$ cat src/rtl/cla_pkg.sv
// Shared types and sizing helpers for the sequential carry-lookahead adder.
package cla_pkg;

  typedef enum logic [1:0] {
    IDLE = 2'd0,
    RUN  = 2'd1,
    DONE = 2'd2
  } state_t;

  localparam int SLICE = 4;

  // Number of slice passes needed to cover a full operand.
  function automatic int n_slices(input int width);
    return width / SLICE;
  endfunction

  // Slice counter width; at least one bit so the counter always exists.
  function automatic int cnt_width(input int width);
    int n;
    n = width / SLICE;
    return (n > 1) ? $clog2(n) : 1;
  endfunction

endpackage

$ cat src/rtl/cla_slice4.sv
// Combinational 4-bit carry-lookahead adder slice.
module cla_slice4 (
  input  logic [3:0] a,
  input  logic [3:0] b,
  input  logic       cin,
  output logic [3:0] s,
  output logic       cout
);

  logic [3:0] g, p;
  logic [4:0] c;

  assign g = a & b;
  assign p = a ^ b;

  // All carries are formed in parallel from generate/propagate terms.
  assign c[0] = cin;
  assign c[1] = g[0] | (p[0] & cin);
  assign c[2] = g[1] | (p[1] & g[0]) | (p[1] & p[0] & cin);
  assign c[3] = g[2] | (p[2] & g[1]) | (p[2] & p[1] & g[0])
              | (p[2] & p[1] & p[0] & cin);
  assign c[4] = g[3] | (p[3] & g[2]) | (p[3] & p[2] & g[1])
              | (p[3] & p[2] & p[1] & g[0])
              | (p[3] & p[2] & p[1] & p[0] & cin);

  assign s    = p ^ c[3:0];
  assign cout = c[4];

endmodule

$ cat src/rtl/cla_seq_adder.sv
// Multi-cycle add/subtract: one 4-bit CLA slice reused LSB-first across WIDTH bits.
// WIDTH must be a multiple of SLICE (4) and at least 8.
module cla_seq_adder #(
  parameter int WIDTH = 32,
  parameter int SLICE = 4
) (
  input  logic             clk,
  input  logic             rst_n,
  input  logic             in_valid,
  output logic             in_ready,
  input  logic [WIDTH-1:0] a,
  input  logic [WIDTH-1:0] b,
  input  logic             c_in,
  input  logic             sub,
  output logic             out_valid,
  input  logic             out_ready,
  output logic [WIDTH-1:0] sum,
  output logic             c_out,
  output logic             ovf,
  output logic             zero,
  output logic             busy
);

  import cla_pkg::*;

  localparam int NS = n_slices(WIDTH);
  localparam int CW = cnt_width(WIDTH);
  localparam logic [CW-1:0] LAST = CW'(NS - 1);

  state_t state, state_nx;

  logic [WIDTH-1:0] a_r, b_r, res, res_nx;
  logic             carry;
  logic [CW-1:0]    cnt;
  logic             c_out_r, ovf_r, zero_r;
  logic [SLICE-1:0] sl_s;
  logic             sl_co;
  logic             last;

  cla_slice4 u_slice (
    .a    (a_r[SLICE-1:0]),
    .b    (b_r[SLICE-1:0]),
    .cin  (carry),
    .s    (sl_s),
    .cout (sl_co)
  );

  assign last   = (cnt == LAST);
  // Result fills from the top so after NS passes the first slice sits at bit 0.
  assign res_nx = {sl_s, res[WIDTH-1:SLICE]};

  // State register.
  always_ff @(posedge clk) begin
    if (!rst_n) state <= IDLE;
    else        state <= state_nx;
  end

  // Next-state logic: accept in IDLE, iterate in RUN, hold result in DONE.
  always_comb begin
    state_nx = state;
    case (state)
      IDLE:    if (in_valid)  state_nx = RUN;
      RUN:     if (last)      state_nx = DONE;
      DONE:    if (out_ready) state_nx = IDLE;
      default:                state_nx = IDLE;
    endcase
  end

  // Operand shifters, carry chain, result register and flag capture.
  always_ff @(posedge clk) begin
    if (!rst_n) begin
      a_r     <= '0;
      b_r     <= '0;
      res     <= '0;
      carry   <= 1'b0;
      cnt     <= '0;
      c_out_r <= 1'b0;
      ovf_r   <= 1'b0;
      zero_r  <= 1'b0;
    end else begin
      case (state)
        IDLE: if (in_valid) begin
          // Subtract is a + ~b + 1; c_in has no effect then.
          a_r   <= a;
          b_r   <= sub ? ~b : b;
          carry <= sub ? 1'b1 : c_in;
          cnt   <= '0;
        end
        RUN: begin
          a_r   <= a_r >> SLICE;
          b_r   <= b_r >> SLICE;
          res   <= res_nx;
          carry <= sl_co;
          if (last) begin
            // Carry into the MSB is recovered from the MSB sum bit of the last slice.
            c_out_r <= sl_co;
            ovf_r   <= (a_r[SLICE-1] ^ b_r[SLICE-1] ^ sl_s[SLICE-1]) ^ sl_co;
            zero_r  <= (res_nx == '0);
          end else begin
            cnt <= cnt + CW'(1);
          end
        end
        default: ;
      endcase
    end
  end

  assign in_ready  = (state == IDLE);
  assign out_valid = (state == DONE);
  assign busy      = (state != IDLE);
  assign sum       = res;
  assign c_out     = c_out_r;
  assign ovf       = ovf_r;
  assign zero      = zero_r;

endmodule
$ cat config.mk
export PLATFORM = sky130hd
export DESIGN_NAME = cla_seq_adder
export DESIGN_NICKNAME = d
export VERILOG_FILES = /design/src/rtl/cla_pkg.sv /design/src/rtl/cla_slice4.sv /design/src/rtl/cla_seq_adder.sv
export SDC_FILE = /design/constraint.sdc
export NUM_CORES = 1
export LEC_CHECK = 0
export ABC_AREA = 1
export ABC_CLOCK_PERIOD_IN_PS = 1800
export CAP_MARGIN = 30
export CORE_MARGIN = 3
export CORE_UTILIZATION = 50
export DETAILED_ROUTE_END_ITERATION = 8
export GPL_TIMING_DRIVEN = 1
export PLACE_DENSITY = 0.79
export SETUP_SLACK_MARGIN = 0.4
export SLEW_MARGIN = 0
export SYNTH_ARGS = -nofsm -noshare
export SYNTH_HDL_FRONTEND = slang
export SYNTH_HIERARCHICAL = 1
export SYNTH_SLANG_ARGS = --single-unit
$ cat constraint.sdc
create_clock -name clk -period 1.8 [get_ports clk]
set_input_delay 0.36 -clock clk [delete_from_list [all_inputs] [get_ports clk]]
set_output_delay 0.36 -clock clk [all_outputs]
set_load 0.03 [all_outputs]
After elaboration in Yosys (flattened, before gate mapping)
Index checks and enable logic that the tools add are counted.

storage, ports and cells
  flip-flop bits (word level) = 105
  output and inout port bits = 38
  word-level logic and storage cells = 73

cells by class
  bitwise gates (word level) = 33
  $add $sub $neg = 1
  reductions and logical operators = 8
  equality and inequality tests = 7
  mux-type cells = 15

operators by type and width
  operator             number
  $pmux 32 s2          2
  $mux 32              3
  $logic_not 32->1     1
  $not 32->32          1
  $and 1x1->1          16
  $or 1x1->1           10
  $xor 4x4->4          2
  $mux 2               3
  $mux 3               2
  $ne 2x2->1 const B   3
  $pmux 2 s3           1
  $pmux 3 s2           1
  $reduce_and 3->1     2
  $and 4x4->4          1
  $reduce_and 2->1     2
  $reduce_bool 2->1    2
  $add 3x1->3 const B  1
  $eq 3x3->1 const B   1
  $xor 1x1->1          3
  $eq 2x1->1 const B   1
  $eq 2x2->1 const B   1
  $logic_not 2->1      1
  $mux 1               2
  $ne 2x1->1 const B   1
  $pmux 1 s2           1

Longest topological paths before layout
  depth in word-level cells = 8
  gate-level depth with buffers = 14
  gate-level depth less buffers = 14

Hierarchy
The synthesis kept the hierarchy.

modules (own cells, without submodules)
  module         cells an instance  seq. area each (µm²)  area each (µm²)  times used
  cla_seq_adder  625                2102.0                4644.5           1
  cla_slice4     27                 0.0                   173.9            1

Least setup slack after synthesis
Ideal clock, no wire load.

  path kind = register to register
  start = reg a_r[2]
  end = reg ovf_r (netlist: ovf)
  required time = 1.691 ns
  setup time = 0.109 ns
  slack = 0.195 ns
  arrival = 1.496 ns
  cell stages (with the launch flop) = 12
  cell sequence = dfxtp_1 > ha_1 > or2_0 > nand2_1 > nand2_1 > nand2_1 > nand2_1 > xnor2_1 > xnor2_1 > nand2_1 > nand2_1 > inv_1

between the ends
  word-level cells in the longest chain between the ends = 8

ends and longest elaborated chain
  item                                              line                                source
  start: declaration                                cla_seq_adder.sv:32                 logic [WIDTH-1:0] a_r, b_r, res, res_nx;
  start signal: assignment                          cla_seq_adder.sv:90                 a_r <= a_r >> SLICE;
  $xor 4x4->4                                       cla_slice4.sv:14                    assign p = a ^ b;
  $and 1x1->1 (on tied branches)                    cla_slice4.sv:20, cla_slice4.sv:21
  $or 1x1->1 (tied with other cells)                cla_slice4.sv:20                    assign c[3] = g[2] | (p[2] & g[1]) | (p[2] & p[1] & g[0])
  $or 1x1->1 / $and 1x1->1 (equally long branches)  cla_slice4.sv:20, cla_slice4.sv:21
  $or 1x1->1 *                                      cla_slice4.sv:21                    | (p[2] & p[1] & p[0] & cin);
  $xor 4x4->4 *                                     cla_slice4.sv:26                    assign s = p ^ c[3:0];
  net sl_s[3]                                       cla_seq_adder.sv:36                 logic [SLICE-1:0] sl_s;
  $xor 1x1->1 * (2 in series)                       cla_seq_adder.sv:97                 ovf_r <= (a_r[SLICE-1] ^ b_r[SLICE-1] ^ sl_s[SLICE-1]) ^ sl_co;
  end signal: assignment                            cla_seq_adder.sv:97
  end: declaration                                  cla_seq_adder.sv:35                 logic c_out_r, ovf_r, zero_r;

The timed path passes the listed nets; every way through them passes the cells marked *.
A chain may end at the register's enable or synchronous reset.

Final worst setup path
  start = reg a_r[2]
  end = reg zero_r (netlist: zero)

between the ends
  word-level cells in the longest chain between the ends = 7

ends and longest elaborated chain
  item                                              line                                source
  $xor 4x4->4                                       cla_slice4.sv:14
  $and 1x1->1 (on tied branches)                    cla_slice4.sv:20, cla_slice4.sv:21
  $or 1x1->1 (tied with other cells)                cla_slice4.sv:20
  $or 1x1->1 / $and 1x1->1 (equally long branches)  cla_slice4.sv:20, cla_slice4.sv:21
  $or 1x1->1 *                                      cla_slice4.sv:21
  $xor 4x4->4 *                                     cla_slice4.sv:26
  net sl_s[3]                                       cla_seq_adder.sv:36
  $logic_not 32->1 *                                cla_seq_adder.sv:98                 zero_r <= (res_nx == '0);
  end signal: assignment                            cla_seq_adder.sv:98
  end: declaration                                  cla_seq_adder.sv:35

Marks and branches as above.

==> impl_results.md <==
- GR Util All Layers: 21.3%
- CP Cell Sequence: ha_4, or2_0, nand2_1, nand2_1, nand2_1, nand2_2, nor2_2, nand2_1, nor2_2, nand3_1, nor2_1, nor2_1, nor2_1
- CP dominant cell by count: nand2_1
- Placer congestion estimate: 0.853
- Initial antenna violation count: 0
- Peak VDD IR: 0.000504 V
- Final Routed Wirelength: 12,100 um
- Largest cells by area after synthesis: dfxtp_1 44%, nand2_1 14%, o21ai_0 6.6%
- Worst Setup End Kind: flip-flop
- Fin cells: between 800 and 900
- Die H: 104 um
- Most instantiated cells after synthesis: 180 x nand2_1, 105 x dfxtp_1, 79 x nor2_1, 64 x o21ai_0, 42 x inv_1
- H-tree depth: 3
- Seq cells post-synth: 105
- Slowest CP cell: dfxtp_2
- Antenna-violating nets left: 0
- Critical Path RT: 2.10 ns
- DRC errors left: 0
- Netlist Area Pre-Place: 4820 um^2
- IO Port Bufs: 107
- Worst Tran Pin Value: 0.451 ns
- DIE AREA: 10,900 um^2
- Sink count of the clock tree: 105
- Filler cells: ~810
- Via density: a little over 5
- Top cell type's share of synthesized area: 43.6%
- Synth async-reset ratio: 0%
- EDFF count, synth: 0
- HPWL after DPL: 8160 um
- Status: completed
- Worst EP arrival: slightly above 2 ns
- Vias in the first global route: 4,377
- CTS tree: built
- Via count: 4,541
- Syn Inst Count: 652
- Synth Warn #: 6
- Crit-path max FO: 3
- CP peak stage delay: 0.38 ns
- Main synth FF type: dfxtp_1
- Num CTS Buffers: 9
- Final setup violating endpoints: 0
- Iter 0 DRT Violations: approximately 170
- Core box area: 9280 um^2
- WL/cell: 13.8 um
- Leakage: roughly 0.0027 uW
- Largest net degree at the start of global routing: 62
- Placed insts: 858
- Pre-Repair DR Iteration Count: 4
- RSZ-0062 raised after global routing: yes
- Synthesized Nets: 729
- Crit path buf inv count: 0
- Rel. slew slack: 69.9%
- Layout Utilization: 67.3%
- Sequential fraction of the synthesis area: 43.6%
- Max Cap Violations: 0
- Final min period: approximately 1.7 ns
- Final hold violations: 0
- Chip Width: 104 um
- Slew Limit Fails: 0
- Row cnt: 35
- Startpoint types: flip-flop
- Boundary pin count: 108
- Diode count: 0
- Fraction of layout cells with a size suffix above 1: 14.2%
- Max Clk Rate: 0.581 GHz
- P&R area growth vs syn: 29.6%
- CP top delay family: simple AND/OR/NAND/NOR gates
- Starting Density: about 52%
- CTS max path bufs: 2
- Hold Buf Count CTS: 0
- Total Nets Final: 823
- Final period util: 95.7%
- PwrDens: 864 nW/um^2
- CTS clk-pin slew, worst paths: 0.10 ns
- Mapped Avg Cell Area: 7.39 um^2
- Yosys cell types: 29
- Post-synth top area cell: dfxtp_1
- Root Buffer: clkbuf_8
- HP Class: primary input to flip-flop
- First-pass GRT wire length: roughly 20,000 um
- WS Path Type: flip-flop to flip-flop
- Most common cell in the netlist: nand2_1
- Skew final: 0.0139 ns
- Total grt overflow: 0
- Worst skew pair latency: 0.37 ns
layout by cell type, fill, tap and decap left out, types with 2 or more instances in the layout:
| cell type | n |
|---|---|
| clkbuf_4 | 4 |
| clkinvlp_4 | 2 |
| o21ai_0 | 63 |
| nand4_1 | 2 |
| nand3_1 | 5 |
| inv_6 | 2 |
| xor2_1 | 5 |
| nand2_2 | 5 |
| xnor2_1 | 29 |
| clkbuf_8 | 11 |
| clkdlybuf4s15_2 | 4 |
| buf_12 | 4 |
| buf_4 | 11 |
| dfxtp_4 | 2 |
| a31oi_1 | 30 |
| inv_4 | 2 |
| buf_6 | 3 |
| inv_1 | 41 |
| a21oi_1 | 18 |
| xnor2_2 | 2 |
| buf_2 | 27 |
| clkdlybuf4s18_2 | 2 |
| o211ai_1 | 26 |
| dfxtp_2 | 5 |
| dfxtp_1 | 98 |
| nand2_4 | 2 |
| nor2_1 | 74 |
| clkbuf_16 | 2 |
| nor2_4 | 2 |
| ha_1 | 4 |
| o221ai_1 | 2 |
| ha_4 | 2 |
| clkdlybuf4s50_1 | 67 |
| nand2_1 | 176 |
| nor2_2 | 4 |
logic make-up after synthesis:
logic type,Yosys count,synth area share [%]
buffers and inverters,89,8.88
and+or+nand+nor,273,21.8
DFF,105,43.6
AOI/OAI and AO/OA,142,17.1
xor gates and xnor gates,36,6.54
adders and majority gates,7,1.97
path summary, 6_finish.rpt:
check        startpoint       to  slack, ns  cells after the start
min               rst_n   b_r[0]       0.38                      3
max reg2reg      a_r[2]     zero       0.08                     13
max              a_r[2]     zero       0.08                     13
min reg2reg     a_r[28]  a_r[28]       0.47                      2
metal layers:
metal | track usage (%) | vias up | part of all wire (%)
met1 | 27.2 | 2101 | 45
li1 | - | 2295 | -
met3 | 3.91 | 18 | 4.6
met4 | 6.65 | 0 | 1.7
met2 | 36.6 | 127 | 49
met5 | 0 | - | 0
sequential cells by signal, indices dropped and copies added, names as in the netlist:
| signal | cells |
|---|---|
| c_out | 1 |
| zero | 1 |
| carry | 1 |
| ovf | 1 |
| sum | 32 |
| cnt | 3 |
| a_r | 32 |
| state | 2 |
| b_r | 32 |
layout make-up:
| class | count | area [um^2] | area share [%] |
|---|---|---|---|
| clock buffer | 11 | 151 | 2.42 |
| tap | 129 | 161 | 2.58 |
| timing repair buffer | 126 | 1190 | 19.1 |
| clock inverter | 5 | 37.5 | 0.601 |
| sequential | 105 | 2120 | 33.9 |
| inverter | 46 | 195 | 3.13 |
| multi-input combinational | 458 | 2390 | 38.3 |
timing repair:
item                                    in CTS  in global routing
gates resized for setup                    181                 51
pin swaps                                    1                  4
endpoints found under the setup margin     135                 80
buffers inserted                             2                  2
cloned                                       0                  2
through the flow:
stage / instance area, um^2 / hold slack, ns / worst slack [ns] / power, uW / TNS (ns)
finish: 6240 / 0.384 / 0.0782 / 5390 / 0
global route: 6240 / 0.405 / -0.122 / 5680 / -0.124
CTS: 6070 / 0.367 / 0.0404 / 5330 / 0
detailed placement: 5970 / 0.457 / -0.00781 / 3990 / -0.00781
global placement: 5970 / 0.452 / 0.0456 / 3950 / 0
floorplan: 4860 / 0.438 / 0.271 / 3540 / 0
power by group:
group	total, uW	leakage, uW	internal (uW)	switching (uW)
logic	1330	0.00172	588	742
clock network	1390	0.0000919	584	809
registers	2670	0.000869	2530	143
worst register-to-register path, delay by kind of cell (launching register included):
kind	cells	cell delay (ns)
flops	1	0.38
simple gates	12	1.06
fa+ha+maj	1	0.21
(Power assumes the default switching activity.)
